===== src/rtl/mmu_xlate_ctrl.sv =====
// MIPS-style translation controller: one request in flight, TLB sampled after TLB_WAIT LOOKUP cycles, Mem_Valid held until Mem_Ready.
// Define MMU_KSEG_BYPASS_EN to let kernel kseg0/kseg1 accesses skip the TLB (PA = VA & 0x1FFF_FFFF).
module mmu_xlate_ctrl #(
  parameter int PABITS   = 32,
  parameter int TLB_WAIT = 1
) (
  input  logic              clk,
  input  logic              Reset,
  input  logic              Req_Valid,
  output logic              Req_Ready,
  input  logic [31:0]       Req_VAddr,
  input  logic              Req_Write,
  input  logic [7:0]        Cur_ASID,
  input  logic              Kernel_Mode,
  input  logic              CP0_Update,
  output logic [19:0]       TLB_VPN,
  output logic [7:0]        TLB_ASID,
  output logic              TLB_RW_En,
  input  logic              TLB_Match,
  input  logic              TLB_Valid,
  input  logic              TLB_Modified,
  input  logic [19:0]       TLB_PFN,
  output logic              Mem_Valid,
  input  logic              Mem_Ready,
  output logic [PABITS-1:0] Mem_PAddr,
  output logic              Mem_Write,
  output logic              Exc_Valid,
  output logic [4:0]        Exc_Code,
  output logic              Exc_Refill,
  output logic [31:0]       Exc_BadVAddr
);

  typedef enum logic [1:0] {IDLE, LOOKUP, ISSUE, FAULT} state_t;

  localparam logic [1:0] WAIT_M1 = 2'(TLB_WAIT - 1);
  localparam logic [4:0] EXC_MOD  = 5'd1;
  localparam logic [4:0] EXC_TLBL = 5'd2;
  localparam logic [4:0] EXC_TLBS = 5'd3;
  localparam logic [4:0] EXC_ADEL = 5'd4;
  localparam logic [4:0] EXC_ADES = 5'd5;

  state_t            state, state_nxt;
  logic [1:0]        cnt, cnt_nxt;
  logic [31:0]       va_q;
  logic              write_q;
  logic [7:0]        asid_q;
  logic [PABITS-1:0] paddr_q;
  logic [4:0]        code_q;
  logic              refill_q;
  logic [31:0]       badva_q;

  logic              accept;
  logic              pa_ld;
  logic [31:0]       pa32;
  logic [PABITS-1:0] pa_fit;
  logic              exc_ld;
  logic [4:0]        code_nxt;
  logic              refill_nxt;
  logic [31:0]       badva_nxt;
  logic              addr_err;
  logic              bypass;

  assign addr_err = !Kernel_Mode && Req_VAddr[31];
`ifdef MMU_KSEG_BYPASS_EN
  assign bypass = Kernel_Mode && (Req_VAddr[31:30] == 2'b10);
`else
  assign bypass = 1'b0;
`endif

  // {PFN,offset} is a 32-bit quantity; fit it to the physical bus width.
  generate
    if (PABITS <= 32) begin : g_trunc
      assign pa_fit = pa32[PABITS-1:0];
    end else begin : g_ext
      assign pa_fit = {{(PABITS-32){1'b0}}, pa32};
    end
  endgenerate

  always_comb begin
    state_nxt  = state;
    cnt_nxt    = cnt;
    accept     = 1'b0;
    pa_ld      = 1'b0;
    pa32       = '0;
    exc_ld     = 1'b0;
    code_nxt   = '0;
    refill_nxt = 1'b0;
    badva_nxt  = va_q;
    case (state)
      IDLE: begin
        if (Req_Valid) begin
          accept = 1'b1;
          if (addr_err) begin
            state_nxt = FAULT;
            exc_ld    = 1'b1;
            code_nxt  = Req_Write ? EXC_ADES : EXC_ADEL;
            badva_nxt = Req_VAddr;
          end else if (bypass) begin
            state_nxt = ISSUE;
            pa_ld     = 1'b1;
            pa32      = Req_VAddr & 32'h1FFF_FFFF;
          end else begin
            state_nxt = LOOKUP;
            cnt_nxt   = WAIT_M1;
          end
        end
      end
      LOOKUP: begin
        // A TLB write restarts the wait so a half-written entry is never sampled.
        if (CP0_Update) begin
          cnt_nxt = WAIT_M1;
        end else if (cnt != 2'd0) begin
          cnt_nxt = cnt - 2'd1;
        end else if (TLB_Match) begin
          state_nxt = ISSUE;
          pa_ld     = 1'b1;
          pa32      = {TLB_PFN, va_q[11:0]};
        end else begin
          state_nxt = FAULT;
          exc_ld    = 1'b1;
          if (TLB_Modified) begin
            code_nxt = EXC_MOD;
          end else begin
            code_nxt   = write_q ? EXC_TLBS : EXC_TLBL;
            refill_nxt = TLB_Valid;
          end
        end
      end
      ISSUE: begin
        if (Mem_Ready) state_nxt = IDLE;
      end
      FAULT: begin
        state_nxt = IDLE;
      end
      default: begin
        state_nxt = IDLE;
      end
    endcase
  end

  always_ff @(posedge clk) begin
    if (!Reset) begin
      state    <= IDLE;
      cnt      <= '0;
      va_q     <= '0;
      write_q  <= 1'b0;
      asid_q   <= '0;
      paddr_q  <= '0;
      code_q   <= '0;
      refill_q <= 1'b0;
      badva_q  <= '0;
    end else begin
      state <= state_nxt;
      cnt   <= cnt_nxt;
      if (accept) begin
        va_q    <= Req_VAddr;
        write_q <= Req_Write;
        asid_q  <= Cur_ASID;
      end
      if (pa_ld) paddr_q <= pa_fit;
      if (exc_ld) begin
        code_q   <= code_nxt;
        refill_q <= refill_nxt;
        badva_q  <= badva_nxt;
      end
    end
  end

  assign Req_Ready    = (state == IDLE);
  assign Mem_Valid    = (state == ISSUE);
  assign Exc_Valid    = (state == FAULT);
  assign TLB_VPN      = va_q[31:12];
  assign TLB_ASID     = asid_q;
  assign TLB_RW_En    = !write_q;
  assign Mem_PAddr    = paddr_q;
  assign Mem_Write    = write_q;
  assign Exc_Code     = code_q;
  assign Exc_Refill   = refill_q;
  assign Exc_BadVAddr = badva_q;

endmodule


===== config.mk =====
export PLATFORM = sky130hd
export DESIGN_NAME = mmu_xlate_ctrl
export DESIGN_NICKNAME = d
export VERILOG_FILES = /design/src/rtl/mmu_xlate_ctrl.sv
export SDC_FILE = /design/constraint.sdc
export NUM_CORES = 1
export LEC_CHECK = 0
export ABC_AREA = 1
export CELL_PAD_IN_SITES_DETAIL_PLACEMENT = 1
export CELL_PAD_IN_SITES_GLOBAL_PLACEMENT = 2
export CORE_UTILIZATION = 25
export CTS_CLUSTER_SIZE = 16
export DETAILED_ROUTE_END_ITERATION = 12
export PLACE_DENSITY = 0.86
export REMOVE_ABC_BUFFERS = 1
export SLEW_MARGIN = 20
export SYNTH_ARGS = -nofsm -noshare
export SYNTH_HDL_FRONTEND = slang
export SYNTH_SLANG_ARGS = --single-unit

===== constraint.sdc =====
create_clock -name clk -period 2.2 [get_ports clk]
set_input_delay 0.66 -clock clk [delete_from_list [all_inputs] [get_ports clk]]
set_output_delay 0.66 -clock clk [all_outputs]
set_load 0.01 [all_outputs]

==> summary.md <==
| Metric | Value |
|---|---|
| P&R area growth vs syn | 50.31% |
| Storage cell area | 0.002267 mm^2 |
| Cell area after synthesis | roughly 0.0050 mm^2 |
| Worst hold path type | reg -> reg |
| Fraction of layout cells with a size suffix above 1 | 0.07562 |
| Main area contributors after synthesis | dfxtp_1 (45%), nand2_1 (13%), nor2_1 (12%) |
| Syn. warnings | 0 |
| Post-synthesis register bit count | roughly 110 |
| CTS tree | built |
| Yosys cell types | 21 |
| ANT nets after route | 0 |
| Clock buffer depth | 2 |
| Ports | ~170 |
| Post-synthesis mux area share | 0 |
| Static Leak | ~3.1 nW |
| GR Util met2 | 0.2947 |
| Clock share of power | 0.350 |
| GR Util met3 | 0.05500 |
| Worst Clk Skew | approximately 0.0072 ns |
| Clk slew on worst S/H paths | approximately 0.05 ns |
| Routed WL | about 17000 um |
| Net Sw Frac | 0.3190 |
| Pwr Total | 7.700 mW |
| Met1 usage | 0.2117 |
| Area occupied by multi-input gates | between 0.002 and 0.0025 mm^2 |
| R2R setup slack | between 0.4 and 0.5 ns |
| Outcome | complete, no violations |
| Routed len/inst | 14.81 um |
| Row count | 51 |
| Vias in the first global route | 5092 |
| Largest net degree at the start of global routing | slightly below 60 |
| Antenna cells | 0 |
| Max Fanout on Critical Path | 6 |
| Critical path type | reg -> out |
| Sequential power share | 0.338 |
| Worst R2R Start | state[1] |
| Max Fclk | about 0.47 GHz |
| Compound-Gate Fraction of Synth Area | 0.08256 |
| Worst hold slack | ~0.46 ns |
| Gpl congestion | about 0.72 |
| Drt pass-1 iters | 4 |
| Post-layout min period | ~2.1 ns |
| Largest family of logic cells by synthesized area | simple AND/OR/NAND/NOR gates |
| Setup violators final | 0 |
| Worst vdd ir | about 520 uV |
| Final #Nets | ~950 |
| Max capacitance violation total | 0 |
| GRT overflow | 0 |
| Crit. End Element | primary output |
| CTS Buf Count | 17 |
| Die ar. | just over 0.02 mm^2 |
| R2R cell count | 7 |
| Post-Synth XOR/XNOR Area | 0 |
| Final WS setup | 0.07399 ns |
| CP Launch Point | state[1] |
| Tot GR Track Use | 0.1742 |
| Sw power | about 2.5 mW |
| Die Span Y | approximately 140 um |
| Setup Fix Bufs, Post-CTS | 0 |
| Required @ worst endpoint | about 1.5 ns |
| RSZ-0062 raised after global routing | false |
| R2R Path End | va_q[13] |
| Pre-CTS WS | about 0.053 ns |
| DRC Markers | 0 |
| DR iter-0 viols | approximately 170 |
| Hpwl dp | 11240 um |
| Power per standard cell area | 1027 mW/mm^2 |
| Part of the cycle the worst path needs | 0.9664 |
| Core area | a little under 0.02 mm^2 |
| Sum Neg Setup Slack | 0 ns |
| Root Buffer | clkbuf_16 |
| # fillers | around 2400 |
| Crit start category | register |
| Final slew viol count | 0 |
| H-tree levels | 4 |
| Die width | about 140 um |
| Initial antenna violation count | 0 |
| Share of the synthesized area in the top cell type | 0.4537 |
| Vias | between 5000 and 6000 |
| Combinational Power Share | 0.312 |
| Syn avg cell area | ~7 um^2 |
| Global-route wire length before repair | around 27000 um |
| Final Hold Vio Count | 0 |
| Clock Latency Late Sink | a little over 0.4 ns |
| Buffers on Ports | 170 |
| Vias per Instance | around 4.4 |
| Gr busiest metal | met2 |
| Int Pwr | around 5.2 mW |
| Synth Area in Adders | 0.002509 |
| Clk sinks | between 100 and 150 |
| Simple-gate share of the synthesized area | 0.3450 |
| Post-synth top area cell | dfxtp_1 |
| Initial Utilization | 0.2554 |
| Post-Syn Instances | approximately 730 |
| Register area share after synthesis | 0.4537 |
| CP arrival | approximately 1.5 ns |
| End point of the critical path | Req_Ready |
==> cells in the final DEF (no fill, tap or decap), drive strengths merged, types with 2 or more instances in the layout <==
| cell type | n |
|---|---|
| clkbuf | 24 |
| nand2 | 179 |
| a21oi | 39 |
| nand4 | 35 |
| bufinv | 2 |
| dfxtp | 113 |
| buf | 26 |
| clkdlybuf4s50 | 167 |
| o21ai | 42 |
| inv | 50 |
| clkinv | 5 |
| conb | 2 |
| nand3 | 41 |
| nor2 | 157 |
==> Yosys cell counts <==
cell type	count
nand3_1	39
clkbuf_1	25
nand3_2	2
nand4_1	35
a21oi_1	39
nor2_4	2
o21ai_1	31
nor2_1	153
nand2_1	179
clkinv_1	1
a31oi_1	1
inv_2	4
inv_1	46
conb_1	1
nor3_1	1
buf_4	26
o21ai_0	11
ha_1	1
dfxtp_1	113
nor2_2	2
buf_2	19
==> registers in the layout (all words and copies together), names as in the netlist <==
signal        count
Exc_Refill        1
Exc_BadVAddr     32
TLB_ASID          8
Mem_Write         1
state             2
Exc_Code          3
Mem_PAddr        32
va_q             32
cnt               2
==> how the worst min path moves through the flow <==
stage,startpoint,endpoint,slack (ns),depth (start not counted)
after floorplan,va_q[0],va_q[0],0.46,2
after global placement,Exc_Code[2],Exc_Code[2],0.45,2
after detailed placement,Exc_Code[2],Exc_Code[2],0.46,2
after CTS,Exc_Code[2],Exc_Code[2],0.47,2
after global routing,Exc_Code[2],Exc_Code[2],0.49,2
final,Exc_Code[2],Exc_Code[2],0.46,2
==> power by group through the flow <==
stage / clock network, mW / registers (mW) / logic, mW
floorplan: 0 / 2.73 / 1.04
global placement: 0 / 2.63 / 2.41
detailed placement: 0 / 2.64 / 2.44
CTS: 2.78 / 2.60 / 2.45
global route: 2.86 / 2.64 / 2.69
finish: 2.70 / 2.60 / 2.40
==> worst max-delay path, cell delays in order, from the launching register on <==
cell and delay, ns:
dfxtp_4 0.37, nor2_4 0.14, clkdlybuf4s50_1 0.55
==> repair_timing <==
action | CTS | global route
hold buffers | 0 | 0
resized for setup | 4 | 0
endpoints found under the hold margin | 0 | 0
endpoints found under the setup margin | 3 | 0
==> layer usage <==
| layer | vias up | routed length, um |
|---|---|---|
| met5 | - | 0 |
| met4 | 0 | 127 |
| met3 | 9 | 1141 |
| met2 | 125 | 8039 |
| met1 | 2367 | 7734 |
| li1 | 2584 | - |
==> cells by family after synthesis <==
family / Yosys count
AND/OR/NAND/NOR: 413
buffers and inverters: 121
flip-flops: 113
AO/OA/AOI/OAI: 82
adder cells (fa/ha/maj): 1
other: 1
==> layout make-up <==
class / instances / area share
inverters: 51 / 0.02554
flip-flops and latches: 113 / 0.3025
multi-input cells: 498 / 0.2902
clock inverters: 6 / 0.01068
well taps: 265 / 0.04424
clock buffers: 24 / 0.06561
repair buffers: 194 / 0.2613
==> metrics by stage <==
| stage | cells | area, um^2 | utilization |
|---|---|---|---|
| after floorplan | 662 | 4606 | - |
| after global placement | 1121 | 6919 | 0.3544 |
| after detailed placement | 1121 | 6919 | 0.3544 |
| after CTS | 1151 | 7495 | 0.3838 |
| after global routing | 1151 | 7495 | 0.3838 |
| final | 1151 | 7495 | 0.3838 |
No activity file was read; power rests on OpenSTA's default activity.
